<file path="config.mk">
export PLATFORM = sky130hd
export DESIGN_NAME = clock_timekeeper_flat
export DESIGN_NICKNAME = d
export VERILOG_FILES = /design/src/rtl/clock_timekeeper_if.sv /design/src/rtl/clock_timekeeper.sv /design/src/flat_wrapper.sv
export SDC_FILE = /design/constraint.sdc
export NUM_CORES = 1
export LEC_CHECK = 0
export CORE_ASPECT_RATIO = 0.9
export CORE_MARGIN = 5
export CORE_UTILIZATION = 54
export CTS_CLUSTER_DIAMETER = 100
export DETAILED_ROUTE_END_ITERATION = 12
export HOLD_SLACK_MARGIN = 0.05
export PLACE_DENSITY = 0.78
export SLEW_MARGIN = 20
export SYNTH_ARGS = -nofsm -noshare
export SYNTH_HDL_FRONTEND = slang
export SYNTH_SLANG_ARGS = --single-unit
</file>
<file path="constraint.sdc">
create_clock -name clk -period 2.99 [get_ports clk]
set_input_delay 0.598 -clock clk [delete_from_list [all_inputs] [get_ports clk]]
set_output_delay 0.598 -clock clk [all_outputs]
set_load 0.02 [all_outputs]
</file>
<file path="src/rtl/clock_timekeeper_if.sv">
// Set-time handshake bundle: the requester drives set_valid and the requested time,
// and the timekeeper answers with set_ready and set_error.
interface clock_timekeeper_if;
  logic       set_valid;
  logic [7:0] set_hour;
  logic [7:0] set_min;
  logic [7:0] set_sec;
  logic       set_ready;
  logic       set_error;

  modport master (
    output set_valid, set_hour, set_min, set_sec,
    input  set_ready, set_error
  );

  modport slave (
    input  set_valid, set_hour, set_min, set_sec,
    output set_ready, set_error
  );
endinterface

</file>
<file path="src/rtl/clock_timekeeper.sv">
// Time-of-day counter: prescaler to 1 Hz tick, binary hh:mm:ss with carry pulses.
// Latency: a set request is visible on curr_* one edge after the edge that accepts it; set_ready is low during that LOAD cycle.
module clock_timekeeper #(
  parameter int TICKS_PER_SEC = 50000000,
  parameter int PRESC_W       = 26
) (
  input  logic                clk,
  input  logic                reset,
  input  logic                run_en,
  clock_timekeeper_if.slave   setBus,
  output logic [7:0]          curr_hour,
  output logic [7:0]          curr_min,
  output logic [7:0]          curr_sec,
  output logic                sec_pulse,
  output logic                min_pulse,
  output logic                hour_pulse,
  output logic                day_pulse
);

  typedef enum logic {RUN, LOAD} state_t;

  state_t               stateQ, stateD;
  logic [PRESC_W-1:0]   presc;
  logic [7:0]           holdHour, holdMin, holdSec;
  logic                 inRun, accept, tick, advance, holdOk;

  assign inRun   = (stateQ == RUN);
  assign accept  = inRun && setBus.set_valid;
  assign tick    = inRun && run_en && (presc == PRESC_W'(TICKS_PER_SEC - 1));
  // A set accepted on a tick cycle swallows that tick; the loaded time wins.
  assign advance = tick && !accept;
  assign holdOk  = (holdHour <= 8'd23) && (holdMin <= 8'd59) && (holdSec <= 8'd59);

  // set_ready comes straight from the state register, so it stays registered.
  assign setBus.set_ready = inRun;

  always_comb begin
    stateD = stateQ;
    case (stateQ)
      RUN:     if (setBus.set_valid) stateD = LOAD;
      LOAD:    stateD = RUN;
      default: stateD = RUN;
    endcase
  end

  always_ff @(posedge clk or posedge reset) begin
    if (reset) stateQ <= RUN;
    else       stateQ <= stateD;
  end

  always_ff @(posedge clk or posedge reset) begin
    if (reset) begin
      presc            <= '0;
      holdHour         <= 8'd0;
      holdMin          <= 8'd0;
      holdSec          <= 8'd0;
      curr_hour        <= 8'd0;
      curr_min         <= 8'd0;
      curr_sec         <= 8'd0;
      sec_pulse        <= 1'b0;
      min_pulse        <= 1'b0;
      hour_pulse       <= 1'b0;
      day_pulse        <= 1'b0;
      setBus.set_error <= 1'b0;
    end else begin
      sec_pulse        <= 1'b0;
      min_pulse        <= 1'b0;
      hour_pulse       <= 1'b0;
      day_pulse        <= 1'b0;
      setBus.set_error <= 1'b0;

      if (accept) begin
        holdHour <= setBus.set_hour;
        holdMin  <= setBus.set_min;
        holdSec  <= setBus.set_sec;
      end

      if (stateQ == LOAD) begin
        if (holdOk) begin
          curr_hour <= holdHour;
          curr_min  <= holdMin;
          curr_sec  <= holdSec;
          presc     <= '0;
        end else begin
          setBus.set_error <= 1'b1;
        end
      end else if (run_en) begin
        presc <= tick ? '0 : presc + PRESC_W'(1);
        if (advance) begin
          sec_pulse <= 1'b1;
          if (curr_sec == 8'd59) begin
            curr_sec  <= 8'd0;
            min_pulse <= 1'b1;
            if (curr_min == 8'd59) begin
              curr_min   <= 8'd0;
              hour_pulse <= 1'b1;
              if (curr_hour == 8'd23) begin
                curr_hour <= 8'd0;
                day_pulse <= 1'b1;
              end else begin
                curr_hour <= curr_hour + 8'd1;
              end
            end else begin
              curr_min <= curr_min + 8'd1;
            end
          end else begin
            curr_sec <= curr_sec + 8'd1;
          end
        end
      end
    end
  end

endmodule
</file>
<file path="src/flat_wrapper.sv">
// flat-port wrapper written by rule: the top's interface ports become plain ports
module clock_timekeeper_flat 
#(
  parameter int TICKS_PER_SEC = 50000000,
  parameter int PRESC_W       = 26
)
  (clk, reset, run_en, curr_hour, curr_min, curr_sec, sec_pulse, min_pulse, hour_pulse, day_pulse, setBus_set_valid, setBus_set_hour, setBus_set_min, setBus_set_sec, setBus_set_ready, setBus_set_error);
  clock_timekeeper_if setBus_i ();
  input  logic clk;
  input  logic reset;
  input  logic run_en;
  output logic [7:0] curr_hour;
  output logic [7:0] curr_min;
  output logic [7:0] curr_sec;
  output logic sec_pulse;
  output logic min_pulse;
  output logic hour_pulse;
  output logic day_pulse;
  input wire logic [$bits(setBus_i.set_valid)-1:0] setBus_set_valid;
  input wire logic [$bits(setBus_i.set_hour)-1:0] setBus_set_hour;
  input wire logic [$bits(setBus_i.set_min)-1:0] setBus_set_min;
  input wire logic [$bits(setBus_i.set_sec)-1:0] setBus_set_sec;
  output wire logic [$bits(setBus_i.set_ready)-1:0] setBus_set_ready;
  output wire logic [$bits(setBus_i.set_error)-1:0] setBus_set_error;
  assign setBus_i.set_valid = setBus_set_valid;
  assign setBus_i.set_hour = setBus_set_hour;
  assign setBus_i.set_min = setBus_set_min;
  assign setBus_i.set_sec = setBus_set_sec;
  assign setBus_set_ready = setBus_i.set_ready;
  assign setBus_set_error = setBus_i.set_error;
  clock_timekeeper #(.TICKS_PER_SEC(TICKS_PER_SEC), .PRESC_W(PRESC_W)) u_core (.clk(clk), .reset(reset), .run_en(run_en), .setBus(setBus_i), .curr_hour(curr_hour), .curr_min(curr_min), .curr_sec(curr_sec), .sec_pulse(sec_pulse), .min_pulse(min_pulse), .hour_pulse(hour_pulse), .day_pulse(day_pulse));
endmodule
</file>
==> reports/qor.txt, run 1 <==
Net count, final = 498
Final worst path period need = 2.651 ns
Number of global-route vias before repair = 3309
Clk_skew = 0.01404 ns
Synth Flop Type = dfrtp_1
CP max FO = 16
Initial antenna violation count = 0
Largest net degree at the start of global routing = 81
GPL Wtd Cong = 0.8444
Kind of critical path = register to register
Worst min path class = register to register
Routed length per instance = 16.79 microns
Root buffer cell = clkbuf_8
Total track usage = 21.36%
Xor/xnor cell area share of the yosys netlist = 1.091%
Async SR Flop Fraction = 100.0%
Post_cts resized = 0
Post-Synth Simple-Gate Area = 22.50%
PD cells = 536.9 nW/um^2
Synthesis-to-layout area growth = 22.84%
CP endpoint kind = register
DRC viols = 0
CP startpoint kind = register
First-pass GRT wire length = 16060 microns
Adder-Cell Fraction of Synth Area = 1.246%
Die height = 91.81 microns
Slew Viols, Final = 0
Post-synth EDFFs = 0
Clock Tree Buf Depth = 2
Via count = 3459
Fin crit share = 88.66%
Drt first pass iters = 5
IO Pins = 58
Multi-input logic area = 1906 sq um
Post-place setup slack = 0.2942 ns
Slew margin rel. = 66.03%
Status = completed
MaxCap Viol Count = 0
Filler cell count = 567
Hold Buf Count CTS = 0
Core area = 7148 sq um
Die ar. = 9262 sq um
Unique masters post-synth = 54
Final ANT Viol Nets = 0
Port-buffer cells = 57
Clk Latency, worst-skew pair = 0.35 ns
CTS H-Tree Depth = 3
# clock sinks = 80
Final Core Density = 69.00%
Mux cell area share after synthesis = 7.759%
DP Area = 4710 sq um
Reg clk slew, reported paths = 0.08 ns
# rows = 29
Top cells by area, synth = dfrtp_1 50%, mux2_2 7.0%, o21ai_0 7.0%
TritonCTS Buffers = 9
Worst EP required = 3.27 ns
Post-synthesis register bit count = 80
Leak Pwr = 0.002017 uW
Post-synthesis compound-gate area fraction = 14.80%
Largest family of logic cells by synthesized area = simple AND/OR/NAND/NOR gates
Slew @ Worst Pin = 0.5056 ns
Initial DRC Count = 210
Yosys top cell area share = 49.86%
Antenna cells = 0
Syn Inst Count = 409
Syn Area/Cell = 9.817 sq um
Crit path arrival time = 2.93 ns
Starting Density = 56.17%
RSZ-0062 raised after global routing = no
GR Overflow Total = 0
Top post-synthesis cells by count = 80 x dfrtp_1, 56 x o21ai_0, 40 x nand2_1, 31 x nor2_1, 25 x mux2_2
Die span in x = 100.9 microns
Final Hold Vio Count = 0
Synth warn = 0
Count leader, synth = dfrtp_1
Final setup margin = 0.3390 ns
# Post-CTS Setup Buffers = 0
FF+latch area = 2002 sq um
Post-Syn Nets = 441
CTS tree = built
# setup viols final = 0
Synthesized area = 4015 sq um
Setup TNS = 0 ns
Share of cells above drive strength 1 = 12.37%
Finished Cell Area = 4932 sq um
Final wirelength = 9437 microns
Yosys top cell by area = dfrtp_1
Fmax = 0.3772 GHz
Avg Vias per Cell = 6.155
Detailed Place HPWL = 6494 microns
Worst vdd ir = 410.9 uV
Seq/Total Area, Yosys = 49.86%
==> cell families (layout without fill, tap and decap cells) <==
family	after synthesis	in the layout
AO/OA/AOI/OAI	95	95
XOR/XNOR	5	5
adder cells (fa/ha/maj)	4	4
buffers and inverters	27	87
flip-flops	80	80
multiplexers	28	28
AND/OR/NAND/NOR	170	170
==> where the power goes <==
| group | internal, uW | total [uW] | switching [uW] | leakage [uW] |
|---|---|---|---|---|
| sequential | 1190 | 1310 | 117 | 0.00101 |
| clock | 545 | 928 | 383 | 0.000112 |
| combinational | 211 | 412 | 201 | 0.000899 |
| total | 1950 | 2650 | 701 | 0.00202 |
==> stage by stage <==
step           total power, uW  hold slack (ns)  std cells
6_report                  2648           0.4902        562
5_1_grt                   2778           0.5285        562
4_1_cts                   2664           0.4904        562
3_5_place_dp              1742           0.4794        548
3_3_place_gp              1723           0.4807        548
2_1_floorplan             1553           0.4471        409
==> layout by cell type (no fill, tap or decap), drive strengths merged, types with 3 or more instances in the layout <==
master	Yosys	final
inv	7	7
clkdlybuf4s50	0	57
or4	5	5
mux2i	3	3
nand2b	4	4
dfrtp	80	80
xor2	4	4
mux2	25	25
o21ai	56	56
buf	4	8
a21oi	6	6
nor3	9	9
o41ai	5	5
o31ai	7	7
ha	4	4
nand4	14	14
bufinv	0	3
a31oi	4	4
or3	3	3
nand3	24	24
nor4	5	5
and3	15	15
a22oi	3	3
a41oi	3	3
nor2	31	31
nor2b	5	5
and2	3	3
nand2	40	40
clkbuf	15	10
==> per-layer routing <==
layer / part of all wire, % / up-vias / GRT usage (%) / wire length, microns
met3: 5.7 / 7 / 4.780 / 540
li1: - / 1631 / - / -
met5: 0 / - / 0 / 0
met1: 46 / 1719 / 29.16 / 4335
met4: 0.92 / 0 / 6.534 / 87
met2: 47 / 102 / 34.05 / 4474
==> worst max-delay path: stages, from the launching register on <==
cell     delay [ns]
dfrtp_1        0.46
or4b_1         0.55
nor4_2         0.29
and3_1         0.41
a31oi_4        0.25
or4b_1         0.51
nand3_1        0.09
==> sequential cells by signal, indices dropped and copies added, names as in the netlist, 8 cells and up <==
| name | flops |
|---|---|
| u_core.presc | 26 |
| u_core.curr_sec | 8 |
| u_core.holdHour | 8 |
| u_core.curr_hour | 8 |
| u_core.curr_min | 8 |
| u_core.holdMin | 8 |
| u_core.holdSec | 8 |
==> area by class of cell <==
cell class | count | share of cell area [%]
timing repair buffer | 65 | 13.29
sequential | 80 | 40.59
inverter | 8 | 0.6088
clock inverter | 4 | 1.928
tap | 93 | 2.359
clock buffer | 10 | 2.588
multi-input combinational | 302 | 38.64
==> worst paths after layout <==
kind	slack [ns]	cells after the start	startpoint	endpoint
hold reg to reg	0.49	1	u_core.presc[25]	u_core.presc[25]
setup reg to reg	0.34	6	u_core.presc[16]	u_core.curr_hour[2]
min in group asynchronous	0.66	3	reset	u_core.presc[10]
max in group asynchronous	1.97	3	reset	u_core.presc[17]
hold / removal	0.49	1	u_core.presc[25]	u_core.presc[25]
setup / recovery	0.34	6	u_core.presc[16]	u_core.curr_hour[2]
Power figures use the tool's default switching activity.
==> run 2, diff against run 1 <==
--- a/config.mk
+++ b/config.mk
@@ -12,7 +12,6 @@
 export DETAILED_ROUTE_END_ITERATION = 12
 export HOLD_SLACK_MARGIN = 0.05
 export PLACE_DENSITY = 0.78
-export SLEW_MARGIN = 20
 export SYNTH_ARGS = -nofsm -noshare
 export SYNTH_HDL_FRONTEND = slang
 export SYNTH_SLANG_ARGS = --single-unit
==> results of run 2 <==
Same layout as run 1: the final DEF is identical, and so are final timing and power.
==> run 3, diff against run 2 <==
--- a/config.mk
+++ b/config.mk
@@ -5,8 +5,8 @@
 export SDC_FILE = /design/constraint.sdc
 export NUM_CORES = 1
 export LEC_CHECK = 0
+export CAP_MARGIN = 20
 export CORE_ASPECT_RATIO = 0.9
-export CORE_MARGIN = 5
 export CORE_UTILIZATION = 54
 export CTS_CLUSTER_DIAMETER = 100
 export DETAILED_ROUTE_END_ITERATION = 12
==> run 3 against run 2 <==
Net effect: wire length is 3.3% lower; fmax shrank 1.1%; total power down 3.7%; die area is 16% lower; combinational power about the same; clock power down 11%; via count increased by 0.46%; final area down 0.33%.
==> reports/qor.txt, run 3 (same netlist as run 1, synthesis figures left out) <==
Setup TNS = 0 ns
Largest net degree at the start of global routing = 81
Int Pwr = 1836 uW
Post_cts resized = 0
IO Pins = 58
DRC viols = 0
Clk_skew = 0.01037 ns
Initial antenna violation count = 0
Synthesis-to-layout area growth = 22.44%
Fin crit share = 89.61%
Fmax = 0.3732 GHz
Final ANT Viol Nets = 0
Dpl cells = 548
Share of cells above drive strength 1 = 12.74%
Filler cell count = 554
Final Non-Filler Cells = 564
Leading cell type in the layout, fill and taps excluded = dfrtp_1
Slew Viols, Final = 0
Crit path arrival time = 2.96 ns
Slew margin rel. = 63.48%
Comb power frac = 16.3%
Root buffer cell = clkbuf_8
Slew @ Worst Pin = 0.5436 ns
GR Overflow Total = 0
Hold Buf Count CTS = 0
Initial DRC Count = 209
# setup viols final = 0
Total track usage = 25.80%
Post-place setup slack = 0.2721 ns
CP startpoint kind = register
Final setup margin = 0.3107 ns
CTS H-Tree Depth = 3
Reg clk slew, reported paths = 0.08 ns
FF+latch area = 2002 sq um
Kind of critical path = register to register
CP endpoint kind = register
RSZ-0062 raised after global routing = no
PD cells = 518.7 nW/um^2
# clock sinks = 80
Final worst path period need = 2.679 ns
Most frequent cells in the layout = 80 x dfrtp_1, 57 x clkdlybuf4s50_1, 56 x o21ai_0
Largest register FFs = 26
Final wirelength = 9126 microns
Final Hold Vio Count = 0
Top reg by flops = u_core.presc
Leak Pwr = 0.002008 uW
Status = completed
Antenna cells = 0
Multi-input logic area = 1906 sq um
MaxCap Viol Count = 0
Sw Ratio = 28.02%
Avg Vias per Cell = 6.161
Port-buffer cells = 57
DP Area = 4710 sq um
Die ar. = 7785 sq um
Drt first pass iters = 4
Clock Tree Buf Depth = 2
Die span in x = 92.89 microns
Detailed Place HPWL = 6297 microns
Sequential share of power = 51.3%
Number of global-route vias before repair = 3240
Clock share of power = 32.4%
TritonCTS Buffers = 9
Switching pwr = 714.3 uW
Worst EP required = 3.27 ns
Via count = 3475
Clk Latency, worst-skew pair = 0.35 ns
Power consumption = 2550 uW
Finished Cell Area = 4916 sq um
# rows = 29
CTS tree = built
Core area = 7112 sq um
# Post-CTS Setup Buffers = 0
Net count, final = 498
Routed length per instance = 16.18 microns
CP max FO = 16
GPL Wtd Cong = 0.8119
Worst min path class = register to register
Starting Density = 56.46%
Worst vdd ir = 370.4 uV
Die height = 83.81 microns
First-pass GRT wire length = 15790 microns
==> run 3: cell type report <==
class	instances	share of cell area (%)
inverter	8	0.6108
timing repair buffer	65	13.34
multi-input combinational	302	38.76
sequential	80	40.72
tap	93	2.367
clock buffer	12	3.156
clock inverter	4	1.044
==> run 3: final timing paths <==
path | start | endpoint | slack, ns | depth (start not counted)
max in group asynchronous | reset | u_core.presc[12] | 1.98 | 3
worst min-delay path | u_core.presc[25] | u_core.presc[25] | 0.49 | 1
worst max-delay path | u_core.presc[9] | u_core.curr_hour[4] | 0.31 | 6
min in group asynchronous | reset | u_core.holdMin[6] | 0.65 | 3
worst max register to register | u_core.presc[9] | u_core.curr_hour[4] | 0.31 | 6
worst min register to register | u_core.presc[25] | u_core.presc[25] | 0.49 | 1
==> run 3: through the flow <==
step	utilization [%]	hold slack, ns
after detailed placement	66.22	0.4805
after CTS	69.12	0.4919
after global routing	69.12	0.4974
final	69.12	0.4854
after floorplan	-	0.4471
after global placement	66.22	0.4845
==> run 3: routing by layer <==
metal / GRT usage, % / vias to the layer above / routed length (microns)
li1: - / 1624 / -
met1: 37.50 / 1752 / 4139
met4: 7.972 / 0 / 101
met2: 38.44 / 88 / 4389
met3: 6.011 / 11 / 496
met5: 0 / - / 0
==> run 3: worst max-delay path, cell delays in order (launching register included) <==
cell and delay, ns:
dfrtp_1 0.43, or4_1 0.56, nor4_2 0.33, and3_1 0.42, a31oi_4 0.25, or4_1 0.52
nand3_1 0.10
==> run 3: power by group through the flow <==
stage	Combinational, uW	Clock, uW	Sequential (uW)
global route	455	888	1330
global placement	400	0	1320
floorplan	222	0	1330
finish	415	826	1310
CTS	421	840	1310
detailed placement	419	0	1330
==> RTL change (flow settings as in run 2) <==
`PRESC_W` is set to 26 in 2 places; all go to 18.
--- a/src/rtl/clock_timekeeper.sv
+++ b/src/rtl/clock_timekeeper.sv
@@ -2,7 +2,7 @@
 // Latency: a set request is visible on curr_* one edge after the edge that accepts it; set_ready is low during that LOAD cycle.
 module clock_timekeeper #(
   parameter int TICKS_PER_SEC = 50000000,
-  parameter int PRESC_W       = 26
+  parameter int PRESC_W       = 18
 ) (
   input  logic                clk,
   input  logic                reset,
--- a/src/flat_wrapper.sv
+++ b/src/flat_wrapper.sv
@@ -2,7 +2,7 @@
 module clock_timekeeper_flat 
 #(
   parameter int TICKS_PER_SEC = 50000000,
-  parameter int PRESC_W       = 26
+  parameter int PRESC_W       = 18
 )
   (clk, reset, run_en, curr_hour, curr_min, curr_sec, sec_pulse, min_pulse, hour_pulse, day_pulse, setBus_set_valid, setBus_set_hour, setBus_set_min, setBus_set_sec, setBus_set_ready, setBus_set_error);
   clock_timekeeper_if setBus_i ();
Check against the original RTL: no difference found for any inputs over 10 cycles, from zero or initial values and one cycle with reset high; that may be too few to reach the edited logic, so the function may still have changed.
==> RTL change against run 2 <==
  * Via count down 4.0%
  * Synthesized area down 5.8%
  * Die area down 5.2%
  * Total power up 6.7%
  * Sequential cell count down 8
  * Routed wire length up 1.1%
  * Final area down 4.6%
  * Global-route usage up 1.8 points
  * Worst setup slack better by 0.18 ns
==> RTL change: results (changes against run 2) <==
vias in the first global route=3213 (-2.9%); Synth cell types=63 (+17%); Synthesized Nets=407 (-7.7%); Filler cells=538 (-5.1%); Synth area leaders=dfrtp_1 (48%), mux2_2 (7.4%), o21ai_0 (3.8%); pin count of the biggest net entering global routing=73 (-9.9%); mux contribution to synthesized area=0.08107 (+0.003478); share of layout cells above drive strength 1=0.1438 (+0.02017); Initial DRC Count=269 (+28%); Largest register FFs=18 (-31%); worst-path fanout max=9 (-7); Most flops, register=u_core.presc; Detailed Route WL=9539 um (+1.1%); worst slew pin tran=1.002 ns (+0.4967 ns); outcome=complete, no violations; gr usage total=0.2319 (+0.01833); Worst EP arrival=2.75 ns (-0.18 ns); Synth top cells by count=dfrtp_1 (72), o21ai_0 (29), nand3_1 (28), mux2_2 (25), nand2_1 (24); Post-Synth Adder-Cell Area=0.01324 (+0.0007713); Compound-Gate Fraction of Synth Area=0.1717 (+0.02372); Synth Area in XOR/XNOR=0.004633 (-0.006274); VDD IR-drop max=427.2 uV (+4.0%); htree depth=3 (unchanged); GPL Wtd Cong=0.9344 (+11%); sequential share of the synthesized area=0.4765 (-0.02209); Net count, final=465 (-6.6%); CP Launch Point=u_core.curr_sec[0]; r2r setup slk=0.52 ns (+0.18 ns); Cell Int Power=1.988 mW (+2.1%); clk_skew=0.009180 ns (-0.004860 ns); Skew-Pair Late Insertion Delay=0.35 ns (about the same); crit-path max cell delay=0.52 ns (-0.03 ns)
-- RTL change: cell families (layout without fill, tap and decap cells) --
| family | after synthesis | after routing |
|---|---|---|
| buffers and inverters | 25 | 88 |
| multiplexers | 27 | 27 |
| adder cells (fa/ha/maj) | 4 | 4 |
| AND/OR/NAND/NOR | 144 | 144 |
| flip-flops | 72 | 72 |
| AO/OA/AOI/OAI | 101 | 101 |
| XOR/XNOR | 2 | 2 |
-- RTL change: power by group through the flow --
stage | clock (mW) | combinational, mW | sequential, mW
5_1_grt | 1.01 | 0.652 | 1.31
6_report | 0.946 | 0.593 | 1.29
2_1_floorplan | 0 | 0.313 | 1.32
3_5_place_dp | 0 | 0.592 | 1.30
3_3_place_gp | 0 | 0.581 | 1.30
4_1_cts | 0.961 | 0.598 | 1.28
-- RTL change: how the worst min path moves through the flow --
| stage | to | slack (ns) |
|---|---|---|
| after detailed placement | u_core.holdSec[1] | 0.50 |
| after floorplan | u_core.presc[5] | 0.47 |
| after global placement | u_core.holdSec[1] | 0.50 |
| after CTS | u_core.holdSec[1] | 0.52 |
| final | u_core.holdSec[1] | 0.51 |
| after global routing | u_core.holdSec[1] | 0.53 |
-- RTL change: metrics by stage --
stage / area, um^2 / utilization / power (mW) / setup slack (ns) / instances
2_1_floorplan: 3781 / - / 1.628 / 0.5671 / 375
3_3_place_gp: 4462 / 0.6438 / 1.877 / 0.4872 / 515
3_5_place_dp: 4462 / 0.6438 / 1.891 / 0.4287 / 515
6_report: 4707 / 0.6792 / 2.827 / 0.5171 / 531
4_1_cts: 4707 / 0.6792 / 2.843 / 0.5283 / 531
5_1_grt: 4707 / 0.6792 / 2.977 / 0.3480 / 531
-- RTL change: final cells by class --
| type | instances | share of cell area |
|---|---|---|
| clock buffers | 11 | 0.03004 |
| clock inverters | 5 | 0.02206 |
| inverters | 8 | 0.006380 |
| multi-input cells | 278 | 0.3990 |
| flip-flops and latches | 72 | 0.3828 |
| well taps | 93 | 0.02472 |
| repair buffers | 64 | 0.1350 |
-- RTL change: layer usage --
layer,up-vias,track usage,routed length (um),part of all wire
li1,1551,-,-,-
met1,1626,0.3218,4315,0.45
met2,126,0.3578,4366,0.46
met3,16,0.06006,681,0.071
met4,0,0.08189,175,0.018
met5,-,0,0,0
